`src/rtl/noc_node_if.sv`:
```
// -----------------------------------------------------------------------------
// noc_node_if
//
// Network interface between a processing element (PE) and the local (5th)
// port of its router.
//   * Injection path: PE flits are buffered in an injection FIFO. They are
//     forwarded to the router only while the credit counter shows a free slot
//     in the router's local input buffer. The inject output is registered.
//   * Ejection path: router flits are buffered in an ejection FIFO. The head of
//     that FIFO is presented to the PE first-word-fall-through. Each flit the
//     PE consumes returns one credit to the router through a registered
//     eject_cr pulse, issued in the cycle after the pop.
//
// Parameters
//   FLIT_W      flit width in bits
//   INJ_DEPTH   injection FIFO entries (power of 2, >= 2)
//   EJ_DEPTH    ejection FIFO entries (power of 2, >= 2); the router holds this
//               many credits for this port
//   RTR_CREDITS depth of the router local input buffer; the credit counter
//               starts at this value
//
// Ports
//   clk, rst            clock (posedge) and asynchronous active-high reset
//   pe_tx_data/valid    flit offered by the PE; pe_tx_ready = injection FIFO not full
//   pe_rx_data/valid    head of the ejection FIFO; pe_rx_ready pops it
//   inject/inject_valid registered flit toward the router local input
//   inject_cr           credit pulse from the router (one local input slot freed)
//   eject/eject_valid   flit from the router local output
//   eject_cr            registered credit pulse back to the router
//   err                 sticky: [0] credit overflow, [1] ejection FIFO overflow
//
// Optional build macro NOC_NI_STATS_EN
//   When defined, three extra outputs are added: tx_cnt (flits sent on inject),
//   rx_cnt (flits popped by the PE) and stall_cnt (cycles with a flit waiting
//   and no credit). The counters wrap at 2^32. When undefined these ports do
//   not exist and all other behaviour is unchanged.
// -----------------------------------------------------------------------------
module noc_node_if #(
    parameter int FLIT_W      = 20,
    parameter int INJ_DEPTH   = 4,
    parameter int EJ_DEPTH    = 4,
    parameter int RTR_CREDITS = 4
) (
    input  logic              clk,
    input  logic              rst,
    input  logic [FLIT_W-1:0] pe_tx_data,
    input  logic              pe_tx_valid,
    output logic              pe_tx_ready,
    output logic [FLIT_W-1:0] pe_rx_data,
    output logic              pe_rx_valid,
    input  logic              pe_rx_ready,
    output logic [FLIT_W-1:0] inject,
    output logic              inject_valid,
    input  logic              inject_cr,
    input  logic [FLIT_W-1:0] eject,
    input  logic              eject_valid,
    output logic              eject_cr,
    output logic [1:0]        err
`ifdef NOC_NI_STATS_EN
    ,
    output logic [31:0]       tx_cnt,
    output logic [31:0]       rx_cnt,
    output logic [31:0]       stall_cnt
`endif
);

    localparam int INJ_AW = $clog2(INJ_DEPTH);
    localparam int EJ_AW  = $clog2(EJ_DEPTH);
    localparam int INJ_CW = $clog2(INJ_DEPTH + 1);
    localparam int EJ_CW  = $clog2(EJ_DEPTH + 1);
    localparam int CR_W   = $clog2(RTR_CREDITS + 1);

    localparam logic [INJ_CW-1:0] INJ_FULL_C  = INJ_CW'(INJ_DEPTH);
    localparam logic [EJ_CW-1:0]  EJ_FULL_C   = EJ_CW'(EJ_DEPTH);
    localparam logic [CR_W-1:0]   CR_MAX_C    = CR_W'(RTR_CREDITS);
    localparam logic [INJ_CW-1:0] INJ_ZERO_C  = {INJ_CW{1'b0}};
    localparam logic [EJ_CW-1:0]  EJ_ZERO_C   = {EJ_CW{1'b0}};
    localparam logic [CR_W-1:0]   CR_ZERO_C   = {CR_W{1'b0}};
    localparam logic [INJ_CW-1:0] INJ_ONE_C   = INJ_CW'(1);
    localparam logic [EJ_CW-1:0]  EJ_ONE_C    = EJ_CW'(1);
    localparam logic [CR_W-1:0]   CR_ONE_C    = CR_W'(1);
    localparam logic [INJ_AW-1:0] INJ_PINC_C  = INJ_AW'(1);
    localparam logic [EJ_AW-1:0]  EJ_PINC_C   = EJ_AW'(1);

    // ------------------------------------------------------------------
    // Injection path state
    // ------------------------------------------------------------------
    logic [FLIT_W-1:0] inj_mem_r [INJ_DEPTH];
    logic [INJ_AW-1:0] inj_wr_ptr_r;
    logic [INJ_AW-1:0] inj_rd_ptr_r;
    logic [INJ_CW-1:0] inj_count_r;
    logic [INJ_CW-1:0] inj_count_nxt_s;
    logic [CR_W-1:0]   credit_r;
    logic [CR_W-1:0]   credit_nxt_s;
    logic              cr_ovf_s;
    logic [FLIT_W-1:0] inject_r;
    logic              inject_valid_r;
    logic              inj_push_s;
    logic              inj_send_s;
    logic              inj_nonempty_s;
    logic              tx_ready_s;

    // ------------------------------------------------------------------
    // Ejection path state
    // ------------------------------------------------------------------
    logic [FLIT_W-1:0] ej_mem_r [EJ_DEPTH];
    logic [EJ_AW-1:0]  ej_wr_ptr_r;
    logic [EJ_AW-1:0]  ej_rd_ptr_r;
    logic [EJ_CW-1:0]  ej_count_r;
    logic [EJ_CW-1:0]  ej_count_nxt_s;
    logic              ej_full_s;
    logic              ej_pop_s;
    logic              ej_wr_s;
    logic              ej_drop_s;
    logic              rx_valid_s;
    logic              eject_cr_r;
    logic [1:0]        err_r;

    assign inj_nonempty_s = (inj_count_r != INJ_ZERO_C);
    assign tx_ready_s     = (inj_count_r != INJ_FULL_C);
    assign inj_push_s     = pe_tx_valid & tx_ready_s;
    // A flit leaves only when the router has room for it.
    assign inj_send_s     = inj_nonempty_s & (credit_r != CR_ZERO_C);

    assign ej_full_s  = (ej_count_r == EJ_FULL_C);
    assign rx_valid_s = (ej_count_r != EJ_ZERO_C);
    assign ej_pop_s   = rx_valid_s & pe_rx_ready;
    // When full, a same-cycle pop frees the slot the write pointer targets.
    assign ej_wr_s    = eject_valid & (~ej_full_s | ej_pop_s);
    assign ej_drop_s  = eject_valid & ej_full_s & ~ej_pop_s;

    assign pe_tx_ready  = tx_ready_s;
    assign pe_rx_valid  = rx_valid_s;
    assign pe_rx_data   = ej_mem_r[ej_rd_ptr_r];
    assign inject       = inject_r;
    assign inject_valid = inject_valid_r;
    assign eject_cr     = eject_cr_r;
    assign err          = err_r;

    // Injection FIFO occupancy after this cycle's push/send.
    always_comb begin
        inj_count_nxt_s = inj_count_r;
        case ({inj_push_s, inj_send_s})
            2'b10:   inj_count_nxt_s = inj_count_r + INJ_ONE_C;
            2'b01:   inj_count_nxt_s = inj_count_r - INJ_ONE_C;
            default: inj_count_nxt_s = inj_count_r;
        endcase
    end

    // Credit counter update; a credit returned while already at the maximum saturates and flags overflow.
    always_comb begin
        credit_nxt_s = credit_r;
        cr_ovf_s     = 1'b0;
        case ({inj_send_s, inject_cr})
            2'b10: begin
                credit_nxt_s = credit_r - CR_ONE_C;
                cr_ovf_s     = 1'b0;
            end
            2'b01: begin
                if (credit_r == CR_MAX_C) begin
                    credit_nxt_s = credit_r;
                    cr_ovf_s     = 1'b1;
                end else begin
                    credit_nxt_s = credit_r + CR_ONE_C;
                    cr_ovf_s     = 1'b0;
                end
            end
            default: begin
                credit_nxt_s = credit_r;
                cr_ovf_s     = 1'b0;
            end
        endcase
    end

    // Ejection FIFO occupancy after this cycle's write/pop.
    always_comb begin
        ej_count_nxt_s = ej_count_r;
        case ({ej_wr_s, ej_pop_s})
            2'b10:   ej_count_nxt_s = ej_count_r + EJ_ONE_C;
            2'b01:   ej_count_nxt_s = ej_count_r - EJ_ONE_C;
            default: ej_count_nxt_s = ej_count_r;
        endcase
    end

    // Injection FIFO storage (contents are don't-care until pointed at).
    always_ff @(posedge clk) begin
        if (inj_push_s) begin
            inj_mem_r[inj_wr_ptr_r] <= pe_tx_data;
        end
    end

    // Ejection FIFO storage (contents are don't-care until pointed at).
    always_ff @(posedge clk) begin
        if (ej_wr_s) begin
            ej_mem_r[ej_wr_ptr_r] <= eject;
        end
    end

    // Injection pointers, count, credits and the registered inject output.
    always_ff @(posedge clk or posedge rst) begin
        if (rst) begin
            inj_wr_ptr_r   <= {INJ_AW{1'b0}};
            inj_rd_ptr_r   <= {INJ_AW{1'b0}};
            inj_count_r    <= INJ_ZERO_C;
            credit_r       <= CR_MAX_C;
            inject_r       <= {FLIT_W{1'b0}};
            inject_valid_r <= 1'b0;
        end else begin
            inj_count_r <= inj_count_nxt_s;
            credit_r    <= credit_nxt_s;
            if (inj_push_s) begin
                inj_wr_ptr_r <= inj_wr_ptr_r + INJ_PINC_C;
            end
            if (inj_send_s) begin
                inject_r       <= inj_mem_r[inj_rd_ptr_r];
                inject_valid_r <= 1'b1;
                inj_rd_ptr_r   <= inj_rd_ptr_r + INJ_PINC_C;
            end else begin
                inject_valid_r <= 1'b0;
            end
        end
    end

    // Ejection pointers, count and the credit-return pulse.
    always_ff @(posedge clk or posedge rst) begin
        if (rst) begin
            ej_wr_ptr_r <= {EJ_AW{1'b0}};
            ej_rd_ptr_r <= {EJ_AW{1'b0}};
            ej_count_r  <= EJ_ZERO_C;
            eject_cr_r  <= 1'b0;
        end else begin
            ej_count_r <= ej_count_nxt_s;
            eject_cr_r <= ej_pop_s;
            if (ej_wr_s) begin
                ej_wr_ptr_r <= ej_wr_ptr_r + EJ_PINC_C;
            end
            if (ej_pop_s) begin
                ej_rd_ptr_r <= ej_rd_ptr_r + EJ_PINC_C;
            end
        end
    end

    // Sticky error flags, cleared only by reset.
    always_ff @(posedge clk or posedge rst) begin
        if (rst) begin
            err_r <= 2'b00;
        end else begin
            err_r <= err_r | {ej_drop_s, cr_ovf_s};
        end
    end

`ifdef NOC_NI_STATS_EN
    logic [31:0] tx_cnt_r;
    logic [31:0] rx_cnt_r;
    logic [31:0] stall_cnt_r;

    assign tx_cnt    = tx_cnt_r;
    assign rx_cnt    = rx_cnt_r;
    assign stall_cnt = stall_cnt_r;

    // Traffic statistics; all counters wrap naturally at 2^32.
    always_ff @(posedge clk or posedge rst) begin
        if (rst) begin
            tx_cnt_r    <= 32'd0;
            rx_cnt_r    <= 32'd0;
            stall_cnt_r <= 32'd0;
        end else begin
            if (inj_send_s) begin
                tx_cnt_r <= tx_cnt_r + 32'd1;
            end
            if (ej_pop_s) begin
                rx_cnt_r <= rx_cnt_r + 32'd1;
            end
            if (inj_nonempty_s && (credit_r == CR_ZERO_C)) begin
                stall_cnt_r <= stall_cnt_r + 32'd1;
            end
        end
    end
`endif

endmodule

```
`config.mk`:
```
export PLATFORM = sky130hd
export DESIGN_NAME = noc_node_if
export DESIGN_NICKNAME = d
export VERILOG_FILES = /design/src/rtl/noc_node_if.sv
export SDC_FILE = /design/constraint.sdc
export NUM_CORES = 1
export LEC_CHECK = 0
export ABC_AREA = 1
export CAP_MARGIN = 10
export CORE_MARGIN = 3
export CORE_UTILIZATION = 43
export CTS_BUF_LIST = sky130_fd_sc_hd__clkbuf_4
export CTS_CLUSTER_SIZE = 16
export DETAILED_ROUTE_END_ITERATION = 10
export GPL_TIMING_DRIVEN = 0
export PLACE_DENSITY = 0.61
export SLEW_MARGIN = 20
export SYNTH_ARGS = -nofsm -noshare
export SYNTH_HDL_FRONTEND = slang
export SYNTH_SLANG_ARGS = --single-unit
```
`constraint.sdc`:
```
create_clock -name clk -period 4.2 [get_ports clk]
set_input_delay 0.63 -clock clk [delete_from_list [all_inputs] [get_ports clk]]
set_output_delay 0.63 -clock clk [all_outputs]
set_load 0.005 [all_outputs]
```
# [Word-level counts from Yosys, hierarchy flattened]
# Memory sizes are Yosys's and may differ from the RTL's. A register that Yosys moved wholly into a read port is not among the register bits.
# Index checks and enable logic that the tools add are counted.
[totals] register_bits=21 ramBits=160 out_inout_bits=46 word_cells=60 mem_count=2
[classes] add_sub_neg=10 n_eq_ne=10 n_mux=11 bitwise_logic=10 reduce_logical=7
[mem_list] name="ej_mem_r" words=4 word_bits=20 read_ports=1 rd_ports_with_merged_regs=0 write_ports=1 line="106" text="logic [FLIT_W-1:0] ej_mem_r [EJ_DEPTH];"
[mem_list] name="inj_mem_r" words=4 word_bits=20 read_ports=1 rd_ports_with_merged_regs=1 write_ports=1 line="88" text="logic [FLIT_W-1:0] inj_mem_r [INJ_DEPTH];"
[ops] operator="3-bit case mux with 2 select lines" n=3
[ops] operator="3-bit by 1-bit adder with 3-bit output, second input constant" n=3
[ops] operator="3-bit nonzero test" n=3
[ops] operator="3-bit by 1-bit subtractor with 3-bit output, second input constant" n=3
[ops] operator="2-bit by 1-bit adder with 2-bit output, second input constant" n=4
[ops] operator="1-bit 2-to-1 mux" n=7
[ops] operator="1-bit AND" n=6
[ops] operator="2-bit by 1-bit == test with 1-bit output, second input constant" n=3
[ops] operator="2-bit == test, second input constant" n=3
[ops] operator="3-bit == test, second input constant" n=2
[ops] operator="2-bit nonzero test" n=3
[ops] operator="3-bit 2-to-1 mux" n=1
[ops] operator="3-bit inequality test, second input constant" n=1
[ops] operator="2-bit inequality test, second input constant" n=1
[ops] operator="1-bit inverter" n=2
[ops] operator="2-bit OR" n=1
[ops] operator="2-bit AND reduction" n=1
[ops] operator="1-bit OR" n=1

# [Longest topological paths before layout]
[logic_depth] ltp_word=6 ltp_mapped=12 ltp_nobuf=12

# [Worst setup path after synthesis]
# Ideal clock, no wire load.
[synth_path] path_type="input to register" startpoint="in pe_rx_ready" endpoint="mem ej_mem_r[0][0] (enable)" setup_ns=0.397 t_arrival_ns=1.705 required_ns=3.803 path_slack_ns=2.098 path_stages=4 path_cell_list="nor2_2 nand2_1 nand2_4 nor2_1"
[synth_via] elab_chain_len=5
[synth_lines] item="from (decl)" line="51" text="input logic pe_rx_ready,"
[synth_lines] item="1-bit AND" line="127" text="assign ej_pop_s = rx_valid_s & pe_rx_ready;"
[synth_lines] item="1-bit OR" line="129" text="assign ej_wr_s = eject_valid & (~ej_full_s | ej_pop_s);"
[synth_lines] item="1-bit AND" line="129"
[synth_lines] item="1-bit 2-to-1 mux" line="194" text="if (ej_wr_s) begin"
[synth_lines] item="1-bit 2-to-1 mux (implied by the code)" line="195" text="ej_mem_r[ej_wr_ptr_r] <= eject;"
[synth_lines] item="to (decl)" line="106"
# Every way passes these cells.

# [Worst setup path after layout]
[layout_path] startpoint="reg ej_rd_ptr_r[0]" endpoint="out pe_rx_data[3]"
[layout_via] elab_chain_len=1
[layout_lines] item="from (decl)" line="108" text="logic [EJ_AW-1:0] ej_rd_ptr_r;"
[layout_lines] item="from (signal assigned)" line="228" text="ej_rd_ptr_r <= {EJ_AW{1'b0}};"
[layout_lines] item="from (signal assigned)" line="238" text="ej_rd_ptr_r <= ej_rd_ptr_r + EJ_PINC_C;"
[layout_lines] item="memory 4 x 20 bit"
[layout_lines] item="to (decl)" line="49" text="output logic [FLIT_W-1:0] pe_rx_data,"
# Every way passes these cells.

==> metrics.txt <==
Post-synth ARST share=20.40%; Chip Height=140.9 um; final instance area=9747 um^2; synth-to-layout area growth=24.64%; Post-DRT Antenna Nets=0; CP required=3.57 ns; CORE AREA=17,540 um^2; Clock transition at path regs=0.07 ns; # Max-Cap Violations=0; CTS Buf Count=52; Worst EP arrival=2.51 ns; Max-slew headroom=51.98%; Filler cells=1,461; row count=48; Final Hold Vio Count=0; insertion delay to the later sink of the worst-skew pair=0.63 ns; Design Power=7.197 mW; initial antenna violation count=0; IO Port Bufs=91; Synth top area share=61.44%; DR vias=5,140; Sum Neg Setup Slack=0 ns; setup violators final=0; Routed WL=17.21 mm; TritonCTS clock tree=done; number of gates resized after CTS=0; layout cells sized above 1=15.78%; Metal-1 WL=7.032 mm; H-Tree Depth=2; largest cells by area after synthesis=edfxtp_1 61%, dfrtp_1 13%, nor2_1 7.5%; # nets final=806; power per cell area=738.4 nW/um^2; Initial Utilization=44.59%; Antenna Cells=0; sequential share of the synthesized area=74.58%; detailed-route vias per instance=5.054; global-route wire length before repair=26.39 mm; GRT Total Usage=17.27%; R2R cell count=8; area of the multi-input gates=1790 um^2; Synth Warn #=0; DP Wirelength=10.23 mm; routed len/inst=16.93 um; CP peak stage delay=0.55 ns; DR pass1 iterations=4; minimum clock period=3.141 ns; cell taking the most area after synthesis=edfxtp_1; DRT iter0 DRCs=257; status=completed; slowest CP cell=clkdlybuf4s50_1; Met2 Wirelength=8.427 mm; postcts setup bufs=0; peak supply drop=0.0003176 V; post-synthesis average cell area=12.99 um^2; Seq. cell area=5832 um^2; leakage dissipation=3.571 nW; synthesized instance count=602; area of placed instances=9092 um^2; crit path kind=reg -> out; total I/O pin count=92; Final Cycle Share=74.78%; DRC viols=0; # clock sinks=201; Slew @ Worst Pin=0.7186 ns; Mapped Area=7820 um^2; flop and latch count out of synthesis=201; die area=19,840 um^2; Synth Net Count=660; CP Launch Type=flip-flop; Top FF cell, synth=edfxtp_1; clk buf depth=3; Post-synth EDFFs=160; crit path capture=pe_rx_data[3]; vias in the first global route=5,315; Worst setup EP type=output port; CP Cell Sequence=inv_1 > clkbuf_1 > o21ai_0 > o22ai_1 > clkdlybuf4s50_1; met3 wire length=1.313 mm; gpl congestion=0.7419; top sig layer=met4; reg2reg end=inj_count_r[2]; Peak Freq=0.3184 GHz; worst reg2reg startpoint=inj_count_r[0]; Layout Utilization=55.58%; Root Buffer=clkbuf_4; worst hold path type=in -> async; crit path max fanout=10; Slew Limit Fails=0; Worst Setup SP=ej_rd_ptr_r[0]; Post-CTS Hold Buffers=0; Clock Skew=0.02741 ns; Netlist cell types=30; global route overflow=0; largest net degree at the start of global routing=24; die width=140.9 um; R2R Setup Slk=2.00 ns; unrepaired setup endpoints after global routing=no
==> placed cells by master (no fill, tap or decap), types with 9 or more instances in the layout <==
cell	instances
ha_1	9
edfxtp_1	160
nor2_1	149
o21ai_0	78
nand2_1	18
clkinv_1	17
inv_1	25
clkdlybuf4s50_1	91
nor2_4	9
dfrtp_1	40
clkbuf_4	75
o22ai_1	20
clkbuf_1	14
a31oi_1	20
==> report_power, final <==
group | internal, mW | switching (mW) | total [mW]
Sequential | 2.71 | 0.211 | 2.92
Combinational | 1.13 | 1.55 | 2.68
Clock | 0.828 | 0.766 | 1.59
==> worst max-delay path: cells and delay by family (launching register included) <==
kind / cells / cell delay (ns)
compound gates: 2 / 0.38
buf+inv: 3 / 1.09
flops: 1 / 0.42
==> Yosys cell counts (2+ instances only) <==
cell and count:
buf_2 4, nand2_2 6, nand3_1 5, inv_2 3, o22ai_1 20, a21oi_1 3, nor2_1 157, clkbuf_1 14
dfrtp_1 40, buf_4 7, nor2_2 5, inv_1 26, nand2_4 2, o21ai_0 78, xor2_1 7, clkbuf_2 2
fa_1 3, nand2_1 18, ha_1 9, edfxtp_1 160, buf_1 2, a31oi_1 20, o21ai_1 4
==> how the worst min path moves through the flow <==
stage                     startpoint        end
after global routing             rst  inject[9]
final                            rst  inject[9]
after floorplan               err[1]     err[1]
after CTS                        rst  inject[9]
after global placement        err[0]     err[0]
after detailed placement      err[0]     err[0]
==> flip-flops by register name (all words and copies together) (netlist names), 3 cells and up <==
name         count
credit_r         3
inj_mem_r       80
ej_mem_r        80
inj_count_r      3
inject          20
ej_count_r       3
==> logic make-up (layout without fill, tap and decap cells) <==
logic type      Yosys count  in the layout  share of synthesized area [%]
compound gates          127            127                          8.848
buf+inv                  59            249                          3.296
mux                       1              1                         0.1440
flops                   201            201                          74.58
simple gates            194            194                          10.03
xor+xnor                  8              8                         0.8960
fa+ha+maj                12             12                          2.208
==> cell type report <==
cell class,instances,area share (%)
repair buffers,92,9.551
multi-input cells,342,18.37
clock buffers,75,5.777
inverters,30,1.181
flip-flops and latches,201,59.83
well taps,225,2.888
plain buffers,29,1.463
clock inverters,23,0.9371
==> stage by stage <==
| stage | hold slack [ns] | cells | setup slack, ns |
|---|---|---|---|
| floorplan | 0.4663 | 602 | 2.098 |
| global placement | 0.4744 | 918 | 0.7147 |
| detailed placement | 0.4718 | 919 | 1.467 |
| CTS | 0.2874 | 1017 | 1.034 |
| global route | 0.3180 | 1017 | 0.8462 |
| finish | 0.3460 | 1017 | 1.059 |
==> layer usage <==
layer / global-route usage (%) / vias up
met3: 5.292 / 42
met2: 29.66 / 199
met5: 0 / -
met1: 19.87 / 2449
met4: 7.904 / 0
li1: - / 2450
(Power assumes the default switching activity.)
